### src/rtl/acc_pkg.sv
// Shared accelerator types: address width and memory request kind.
package acc_pkg;

    localparam int unsigned AddrWidth = 32;

    typedef enum logic [0:0] {
        READ  = 1'b0,
        WRITE = 1'b1
    } mem_req_type_e;

endpackage

### src/rtl/acc_cmem_responder_if.sv
// Cmem request/response channel plus OBI-style data port of the responder.
interface acc_cmem_responder_if #(
    parameter int unsigned AddrWidth = acc_pkg::AddrWidth
) ();

    logic                      cmem_q_valid_i;
    logic                      cmem_q_ready_o;
    logic [31:0]               cmem_q_laddr_i;
    logic [31:0]               cmem_q_wdata_i;
    logic [2:0]                cmem_q_width_i;
    acc_pkg::mem_req_type_e    cmem_q_req_type_i;
    logic                      cmem_q_mode_i;
    logic                      cmem_q_spec_i;
    logic                      cmem_q_endoftransaction_i;
    logic [31:0]               cmem_q_hart_id_i;
    logic [AddrWidth-1:0]      cmem_q_addr_i;

    logic                      cmem_p_valid_o;
    logic                      cmem_p_ready_i;
    logic [31:0]               cmem_p_rdata_o;
    logic [4:0]                cmem_p_range_o;
    logic                      cmem_p_status_o;
    logic [AddrWidth-1:0]      cmem_p_addr_o;
    logic [31:0]               cmem_p_hart_id_o;

    logic                      data_req_o;
    logic                      data_gnt_i;
    logic [31:0]               data_addr_o;
    logic                      data_we_o;
    logic [3:0]                data_be_o;
    logic [31:0]               data_wdata_o;
    logic                      data_rvalid_i;
    logic [31:0]               data_rdata_i;
    logic                      data_err_i;

    modport slave (
        input  cmem_q_valid_i, cmem_q_laddr_i, cmem_q_wdata_i, cmem_q_width_i,
               cmem_q_req_type_i, cmem_q_mode_i, cmem_q_spec_i,
               cmem_q_endoftransaction_i, cmem_q_hart_id_i, cmem_q_addr_i,
               cmem_p_ready_i, data_gnt_i, data_rvalid_i, data_rdata_i, data_err_i,
        output cmem_q_ready_o, cmem_p_valid_o, cmem_p_rdata_o, cmem_p_range_o,
               cmem_p_status_o, cmem_p_addr_o, cmem_p_hart_id_o,
               data_req_o, data_addr_o, data_we_o, data_be_o, data_wdata_o
    );

    modport master (
        output cmem_q_valid_i, cmem_q_laddr_i, cmem_q_wdata_i, cmem_q_width_i,
               cmem_q_req_type_i, cmem_q_mode_i, cmem_q_spec_i,
               cmem_q_endoftransaction_i, cmem_q_hart_id_i, cmem_q_addr_i,
               cmem_p_ready_i, data_gnt_i, data_rvalid_i, data_rdata_i, data_err_i,
        input  cmem_q_ready_o, cmem_p_valid_o, cmem_p_rdata_o, cmem_p_range_o,
               cmem_p_status_o, cmem_p_addr_o, cmem_p_hart_id_o,
               data_req_o, data_addr_o, data_we_o, data_be_o, data_wdata_o
    );

endinterface

### src/rtl/acc_cmem_responder.sv
// Single-outstanding bridge from Cmem requests to an OBI data port, with
// sub-word lane steering and NaN-boxed read data.
module acc_cmem_responder #(
    parameter int unsigned AddrWidth = acc_pkg::AddrWidth
) (
    input  logic                 clk_i,
    input  logic                 rst_ni,
    acc_cmem_responder_if.slave  bus
);

    typedef enum logic [1:0] {
        IDLE = 2'd0,
        REQ  = 2'd1,
        WAIT = 2'd2,
        RSP  = 2'd3
    } state_e;

    state_e               state_r;
    state_e               state_s;
    logic                 accept_s;
    logic                 legal_s;
    logic                 capture_rsp_s;
    logic [31:0]          rdata_s;
    logic                 unused_meta_s;

    logic                 q_ready_r;
    logic [31:0]          laddr_r;
    logic [31:0]          wdata_r;
    logic [2:0]           width_r;
    logic                 we_r;
    logic [31:0]          hart_id_r;
    logic [AddrWidth-1:0] addr_r;
    logic [31:0]          rdata_r;
    logic                 status_r;

    function automatic logic width_legal(input logic [2:0] width, input logic [1:0] off);
        case (width)
            3'b000:  width_legal = 1'b1;
            3'b001:  width_legal = (off[0] == 1'b0);
            3'b010:  width_legal = (off == 2'b00);
            default: width_legal = 1'b0;
        endcase
    endfunction

    function automatic logic [3:0] byte_enable(input logic [2:0] width, input logic [1:0] off);
        case (width)
            3'b000:  byte_enable = 4'b0001 << off;
            3'b001:  byte_enable = 4'b0011 << off;
            default: byte_enable = 4'b1111;
        endcase
    endfunction

    // Align the addressed lanes to bit 0 and fill everything above the access with ones.
    function automatic logic [31:0] nan_box(input logic [31:0] raw, input logic [2:0] width,
                                            input logic [1:0] off);
        logic [31:0] shifted;
        shifted = raw >> {off, 3'b000};
        case (width)
            3'b000:  nan_box = {24'hFF_FFFF, shifted[7:0]};
            3'b001:  nan_box = {16'hFFFF, shifted[15:0]};
            default: nan_box = shifted;
        endcase
    endfunction

    function automatic logic [4:0] range_of(input logic [2:0] width);
        case (width)
            3'b000:  range_of = 5'd7;
            3'b001:  range_of = 5'd15;
            default: range_of = 5'd31;
        endcase
    endfunction

    // Mode, speculation and end-of-transaction flags are accepted but carry no behaviour.
    assign unused_meta_s = ^{bus.cmem_q_mode_i, bus.cmem_q_spec_i, bus.cmem_q_endoftransaction_i};

    // Next-state logic; illegal requests skip the data port and go straight to a response.
    always_comb begin
        state_s  = state_r;
        accept_s = 1'b0;
        legal_s  = width_legal(bus.cmem_q_width_i, bus.cmem_q_laddr_i[1:0]);
        case (state_r)
            IDLE: begin
                if (bus.cmem_q_valid_i && q_ready_r) begin
                    accept_s = 1'b1;
                    state_s  = legal_s ? REQ : RSP;
                end else begin
                    state_s  = IDLE;
                end
            end
            REQ: begin
                if (bus.data_gnt_i) begin
                    state_s = WAIT;
                end else begin
                    state_s = REQ;
                end
            end
            WAIT: begin
                if (bus.data_rvalid_i) begin
                    state_s = RSP;
                end else begin
                    state_s = WAIT;
                end
            end
            RSP: begin
                if (bus.cmem_p_ready_i) begin
                    state_s = IDLE;
                end else begin
                    state_s = RSP;
                end
            end
            default: begin
                state_s = IDLE;
            end
        endcase
    end

    // Read data for the response; writes and bus errors return zero.
    always_comb begin
        capture_rsp_s = (state_r == WAIT) && bus.data_rvalid_i;
        if (capture_rsp_s && !bus.data_err_i && !we_r) begin
            rdata_s = nan_box(bus.data_rdata_i, width_r, laddr_r[1:0]);
        end else begin
            rdata_s = 32'h0;
        end
    end

    // State, request capture and response capture registers.
    always_ff @(posedge clk_i or negedge rst_ni) begin
        if (!rst_ni) begin
            state_r   <= IDLE;
            q_ready_r <= 1'b0;
            laddr_r   <= 32'h0;
            wdata_r   <= 32'h0;
            width_r   <= 3'b000;
            we_r      <= 1'b0;
            hart_id_r <= 32'h0;
            addr_r    <= '0;
            rdata_r   <= 32'h0;
            status_r  <= 1'b0;
        end else begin
            state_r   <= state_s;
            q_ready_r <= (state_s == IDLE);
            if (accept_s) begin
                laddr_r   <= bus.cmem_q_laddr_i;
                wdata_r   <= bus.cmem_q_wdata_i;
                width_r   <= bus.cmem_q_width_i;
                we_r      <= (bus.cmem_q_req_type_i == acc_pkg::WRITE);
                hart_id_r <= bus.cmem_q_hart_id_i;
                addr_r    <= bus.cmem_q_addr_i;
                rdata_r   <= 32'h0;
                status_r  <= ~legal_s;
            end else if (capture_rsp_s) begin
                rdata_r   <= rdata_s;
                status_r  <= bus.data_err_i;
            end else begin
                rdata_r   <= rdata_r;
                status_r  <= status_r;
            end
        end
    end

    // Output decode from registered state; idle channels are forced to zero.
    always_comb begin
        bus.cmem_q_ready_o = q_ready_r;
        if (state_r == REQ) begin
            bus.data_req_o   = 1'b1;
            bus.data_addr_o  = {laddr_r[31:2], 2'b00};
            bus.data_we_o    = we_r;
            bus.data_be_o    = byte_enable(width_r, laddr_r[1:0]);
            bus.data_wdata_o = wdata_r << {laddr_r[1:0], 3'b000};
        end else begin
            bus.data_req_o   = 1'b0;
            bus.data_addr_o  = 32'h0;
            bus.data_we_o    = 1'b0;
            bus.data_be_o    = 4'b0000;
            bus.data_wdata_o = 32'h0;
        end
        if (state_r == RSP) begin
            bus.cmem_p_valid_o   = 1'b1;
            bus.cmem_p_rdata_o   = rdata_r;
            bus.cmem_p_range_o   = range_of(width_r);
            bus.cmem_p_status_o  = status_r;
            bus.cmem_p_addr_o    = addr_r;
            bus.cmem_p_hart_id_o = hart_id_r;
        end else begin
            bus.cmem_p_valid_o   = 1'b0;
            bus.cmem_p_rdata_o   = 32'h0;
            bus.cmem_p_range_o   = 5'd0;
            bus.cmem_p_status_o  = 1'b0;
            bus.cmem_p_addr_o    = '0;
            bus.cmem_p_hart_id_o = 32'h0;
        end
    end

endmodule
### src/flat_wrapper.sv
// flat-port wrapper written by rule: the top's interface ports become plain ports
module acc_cmem_responder_flat 
#(
    parameter int unsigned AddrWidth = acc_pkg::AddrWidth
)
  (clk_i, rst_ni, bus_cmem_q_valid_i, bus_cmem_q_laddr_i, bus_cmem_q_wdata_i, bus_cmem_q_width_i, bus_cmem_q_req_type_i, bus_cmem_q_mode_i, bus_cmem_q_spec_i, bus_cmem_q_endoftransaction_i, bus_cmem_q_hart_id_i, bus_cmem_q_addr_i, bus_cmem_p_ready_i, bus_data_gnt_i, bus_data_rvalid_i, bus_data_rdata_i, bus_data_err_i, bus_cmem_q_ready_o, bus_cmem_p_valid_o, bus_cmem_p_rdata_o, bus_cmem_p_range_o, bus_cmem_p_status_o, bus_cmem_p_addr_o, bus_cmem_p_hart_id_o, bus_data_req_o, bus_data_addr_o, bus_data_we_o, bus_data_be_o, bus_data_wdata_o);
  acc_cmem_responder_if #(.AddrWidth(AddrWidth)) bus_i ();
  input  logic clk_i;
  input  logic rst_ni;
  input wire logic [$bits(bus_i.cmem_q_valid_i)-1:0] bus_cmem_q_valid_i;
  input wire logic [$bits(bus_i.cmem_q_laddr_i)-1:0] bus_cmem_q_laddr_i;
  input wire logic [$bits(bus_i.cmem_q_wdata_i)-1:0] bus_cmem_q_wdata_i;
  input wire logic [$bits(bus_i.cmem_q_width_i)-1:0] bus_cmem_q_width_i;
  input wire logic [$bits(bus_i.cmem_q_req_type_i)-1:0] bus_cmem_q_req_type_i;
  input wire logic [$bits(bus_i.cmem_q_mode_i)-1:0] bus_cmem_q_mode_i;
  input wire logic [$bits(bus_i.cmem_q_spec_i)-1:0] bus_cmem_q_spec_i;
  input wire logic [$bits(bus_i.cmem_q_endoftransaction_i)-1:0] bus_cmem_q_endoftransaction_i;
  input wire logic [$bits(bus_i.cmem_q_hart_id_i)-1:0] bus_cmem_q_hart_id_i;
  input wire logic [$bits(bus_i.cmem_q_addr_i)-1:0] bus_cmem_q_addr_i;
  input wire logic [$bits(bus_i.cmem_p_ready_i)-1:0] bus_cmem_p_ready_i;
  input wire logic [$bits(bus_i.data_gnt_i)-1:0] bus_data_gnt_i;
  input wire logic [$bits(bus_i.data_rvalid_i)-1:0] bus_data_rvalid_i;
  input wire logic [$bits(bus_i.data_rdata_i)-1:0] bus_data_rdata_i;
  input wire logic [$bits(bus_i.data_err_i)-1:0] bus_data_err_i;
  output wire logic [$bits(bus_i.cmem_q_ready_o)-1:0] bus_cmem_q_ready_o;
  output wire logic [$bits(bus_i.cmem_p_valid_o)-1:0] bus_cmem_p_valid_o;
  output wire logic [$bits(bus_i.cmem_p_rdata_o)-1:0] bus_cmem_p_rdata_o;
  output wire logic [$bits(bus_i.cmem_p_range_o)-1:0] bus_cmem_p_range_o;
  output wire logic [$bits(bus_i.cmem_p_status_o)-1:0] bus_cmem_p_status_o;
  output wire logic [$bits(bus_i.cmem_p_addr_o)-1:0] bus_cmem_p_addr_o;
  output wire logic [$bits(bus_i.cmem_p_hart_id_o)-1:0] bus_cmem_p_hart_id_o;
  output wire logic [$bits(bus_i.data_req_o)-1:0] bus_data_req_o;
  output wire logic [$bits(bus_i.data_addr_o)-1:0] bus_data_addr_o;
  output wire logic [$bits(bus_i.data_we_o)-1:0] bus_data_we_o;
  output wire logic [$bits(bus_i.data_be_o)-1:0] bus_data_be_o;
  output wire logic [$bits(bus_i.data_wdata_o)-1:0] bus_data_wdata_o;
  assign bus_i.cmem_q_valid_i = bus_cmem_q_valid_i;
  assign bus_i.cmem_q_laddr_i = bus_cmem_q_laddr_i;
  assign bus_i.cmem_q_wdata_i = bus_cmem_q_wdata_i;
  assign bus_i.cmem_q_width_i = bus_cmem_q_width_i;
  assign bus_i.cmem_q_req_type_i = bus_cmem_q_req_type_i;
  assign bus_i.cmem_q_mode_i = bus_cmem_q_mode_i;
  assign bus_i.cmem_q_spec_i = bus_cmem_q_spec_i;
  assign bus_i.cmem_q_endoftransaction_i = bus_cmem_q_endoftransaction_i;
  assign bus_i.cmem_q_hart_id_i = bus_cmem_q_hart_id_i;
  assign bus_i.cmem_q_addr_i = bus_cmem_q_addr_i;
  assign bus_i.cmem_p_ready_i = bus_cmem_p_ready_i;
  assign bus_i.data_gnt_i = bus_data_gnt_i;
  assign bus_i.data_rvalid_i = bus_data_rvalid_i;
  assign bus_i.data_rdata_i = bus_data_rdata_i;
  assign bus_i.data_err_i = bus_data_err_i;
  assign bus_cmem_q_ready_o = bus_i.cmem_q_ready_o;
  assign bus_cmem_p_valid_o = bus_i.cmem_p_valid_o;
  assign bus_cmem_p_rdata_o = bus_i.cmem_p_rdata_o;
  assign bus_cmem_p_range_o = bus_i.cmem_p_range_o;
  assign bus_cmem_p_status_o = bus_i.cmem_p_status_o;
  assign bus_cmem_p_addr_o = bus_i.cmem_p_addr_o;
  assign bus_cmem_p_hart_id_o = bus_i.cmem_p_hart_id_o;
  assign bus_data_req_o = bus_i.data_req_o;
  assign bus_data_addr_o = bus_i.data_addr_o;
  assign bus_data_we_o = bus_i.data_we_o;
  assign bus_data_be_o = bus_i.data_be_o;
  assign bus_data_wdata_o = bus_i.data_wdata_o;
  acc_cmem_responder #(.AddrWidth(AddrWidth)) u_core (.clk_i(clk_i), .rst_ni(rst_ni), .bus(bus_i));
endmodule
### config.mk
export PLATFORM = sky130hd
export DESIGN_NAME = acc_cmem_responder_flat
export DESIGN_NICKNAME = d
export VERILOG_FILES = /design/src/rtl/acc_pkg.sv /design/src/rtl/acc_cmem_responder_if.sv /design/src/rtl/acc_cmem_responder.sv /design/src/flat_wrapper.sv
export SDC_FILE = /design/constraint.sdc
export NUM_CORES = 1
export LEC_CHECK = 0
export ABC_AREA = 0
export BUFFER_PORTS_ARGS = -buffer_cell sky130_fd_sc_hd__buf_2
export CORE_AREA = 2 2 133 135
export CTS_CLUSTER_DIAMETER = 80
export DETAILED_ROUTE_END_ITERATION = 8
export DIE_AREA = 0 0 135 137
export MAX_ROUTING_LAYER = met4
export PLACE_DENSITY = 0.81
export SETUP_SLACK_MARGIN = 0.15
export SYNTH_ARGS = -nofsm -noshare
export SYNTH_HDL_FRONTEND = slang
export SYNTH_SLANG_ARGS = --single-unit
### constraint.sdc
create_clock -name clk_i -period 4.44 [get_ports clk_i]
set_clock_uncertainty 0.1 [all_clocks]
set_input_delay 1.332 -clock clk_i [delete_from_list [all_inputs] [get_ports clk_i]]
set_output_delay 1.332 -clock clk_i [all_outputs]
set_load 0.02 [all_outputs]
==> impl_metrics.yaml <==
global_routing:
  grt_pass1_vias: 6869
  grt_antenna_before_repair: 3
  grt_max_degree: 103
  grt-ovfl-total: 0
  grt_first_pass_wirelength_mm: 35.68
  grt_usage_pct: 25.55
logic_synthesis:
  synth_edf_count: 0
  yosys_register_bits: 168
  synth_flop_cell: "dfrtp_1"
  ys_top_cells_by_count: "168 x dfrtp_1, 105 x and3_1, 75 x mux2_2, 59 x mux2_1, 41 x clkbuf_1"
  synthTopCellsByArea: "dfrtp_1 50%, mux2_2 10%, mux2_1 7.9%"
  synth_top_area_share_pct: 49.83
  syn_area_sq_um: 8437
  postSynth.asyncResetShare_pct: 100.0
  yosysSeqAreaShare_pct: 49.83
  yosysMostFrequentCell: "dfrtp_1"
  yosysTopAreaCell: "dfrtp_1"
  synthCells: 729
  synth.yosys.warnings: 0
  syn_avg_cell_area_sq_um: 11.57
  synth.distinct_cells: 35
detailed_routing:
  vias: 6992
  detail_route.wl_per_cell_um: 18.30
  firstDrtPassIters: 5
  drt_iter0_drc: 453
  drc: 0
  drtAntennaViolNets: 0
  via_per_inst: 5.501
  drt-total-wl_mm: 23.27
timing:
  fin_crit_ns: 3.929
  slew_headroom_pct: 24.50
  finalHoldViolations: 0
  finalSetupViolations: 0
  finalSetupTns_ns: 0
  period_share_pct: 88.50
  tightest_slew_ns: 1.128
  slew_viol_final: 0
  rsz0062_at_grt: "no"
  fmaxAchievable_mhz: 254.5
floorplan:
  die_area_sq_um: 18500
  die_w_um: 135
  fp.dieH_um: 137
  core_area_sq_um: 17060
  initial_core_util_pct: 49.46
  pin_count: 348
  rows: 48
setup_path:
  cp.required_ns: 3.01
  timing.rr.start: "u_core.state_r[1]"
  critPathMaxFanout: 34
  critPathLaunchType: "flop"
  r2r_cells: 4
  end_kind: "output port"
  cp_cell_sequence: "nor2_1, and3_1, buf_2"
  cp_slowest_cell: "nor2_1"
  r2r_end: "u_core.wdata_r[30]"
  critPathArrivalTime_ns: 2.50
  criticalPathCategory: "reg -> out"
  crit_path_max_incr_delay_ns: 0.96
  crit_path_start: "u_core.laddr_r[0]"
  r2r_slack_ns: 1.97
clock_tree:
  cts_resized: 0
  h-tree-depth: 4
  post_cts_buffers: 0
  root_buffer: "clkbuf_16"
  clkTransAtPathRegs_ns: 0.07
  clock-sinks: 168
  cts_buffers: 17
  cts_hold_buf: 0
  cts_max_path_buffers: 2
  cts_tree: "done"
  clock_latency_ns: 0.42
min_path:
  hp-class: "reg -> reg"
  holdPathStages: 1
  min-delay-start: "u_core.laddr_r[14]"
  min_to: "u_core.laddr_r[14]"
power:
  ir_drop_mv: 0.3520
  leakagePower_nw: 5.894
  powerDensity_nw_per_um2: 675.6
placed_design:
  gp_congestion: 0.8748
  portBuffers: 342
  hpwl_mm: 16.54
  post-place-cells: 1236
final_layout:
  fin_cells: 1271
  drive_gt1_share_pct: 45.83
  areaGrowthSynthToFinish_pct: 28.01
  layout.nets: 1204
  fin_util_pct: 63.32
  fillers: 1382
job:
  maxCapViolations: 0
run_status:
  status: "complete, no violations"
==> cells in the final DEF, fill, tap and decap left out, types with 19 or more instances in the layout <==
| cell | synthesis | final |
|---|---|---|
| buf_2 | 16 | 341 |
| dfrtp_1 | 168 | 164 |
| and3_1 | 105 | 105 |
| mux2_2 | 75 | 75 |
| mux2_1 | 59 | 59 |
| and2_1 | 33 | 33 |
| mux2i_1 | 32 | 32 |
| nand2_1 | 19 | 19 |
| a21oi_1 | 19 | 19 |
==> stage by stage <==
stage	hold slack, ns	setup slack, ns	instance area, sq um	power (mW)
2_1_floorplan	0.3489	1.421	8441	4.894
3_3_place_gp	0.3602	1.053	10210	5.711
3_5_place_dp	0.3665	1.007	10210	5.825
4_1_cts	0.3813	0.5254	10790	7.332
5_1_grt	0.3955	0.3488	10800	7.742
6_report	0.3784	0.5108	10800	7.296
==> metal layers <==
metal	part of all wire (%)	GRT usage [%]	vias up
met1	41	31.40	3442
met3	6.8	5.000	44
met2	50	41.54	298
li1	-	-	3208
met4	2.5	10.76	0
met5	0	-	-
==> critical path, delay by kind of cell (launching register included) <==
| kind | cells | cell delay (ns) |
|---|---|---|
| AND/OR/NAND/NOR | 2 | 1.23 |
| flip-flops | 1 | 0.67 |
| buffers and inverters | 1 | 0.16 |
==> power by group <==
group | internal [mW] | switching (mW)
clock | 0.850 | 0.638
sequential | 2.24 | 0.493
combinational | 1.33 | 1.74
total | 4.42 | 2.88
==> registers in the layout, summed over array words and instances, names as in the netlist, 2 cells and up <==
signal	cells
u_core.rdata_r	32
u_core.hart_id_r	32
u_core.wdata_r	32
u_core.width_r	3
u_core.addr_r	32
u_core.state_r	2
u_core.laddr_r	32
==> final cells by class <==
cell class                 count  area, sq um  area share [%]
antenna                        3        7.507         0.06951
clock buffer                  19        442.9           4.101
clock inverter                13        143.9           1.332
inverter                      10        37.54          0.3475
multi-input combinational    476         3822           35.39
sequential                   168         4209           38.97
tap                          225        281.5           2.607
timing repair buffer         357         1856           17.18
==> worst max-delay path by stage <==
stage | end | slack (ns)
2_1_floorplan | bus_data_wdata_o[24] | 1.42
3_3_place_gp | bus_data_wdata_o[2] | 1.05
3_5_place_dp | bus_data_wdata_o[6] | 1.01
4_1_cts | bus_data_wdata_o[6] | 0.53
5_1_grt | bus_data_wdata_o[6] | 0.35
6_report | bus_data_wdata_o[6] | 0.51
==> cells by family after synthesis <==
| logic type | Yosys count | synth area share [%] |
|---|---|---|
| mux | 166 | 21.68 |
| compound gates | 100 | 8.883 |
| simple gates | 208 | 14.65 |
| other cells | 1 | 0.04445 |
| flops | 168 | 49.83 |
| buf+inv | 86 | 4.909 |
(Power assumes the default switching activity.)
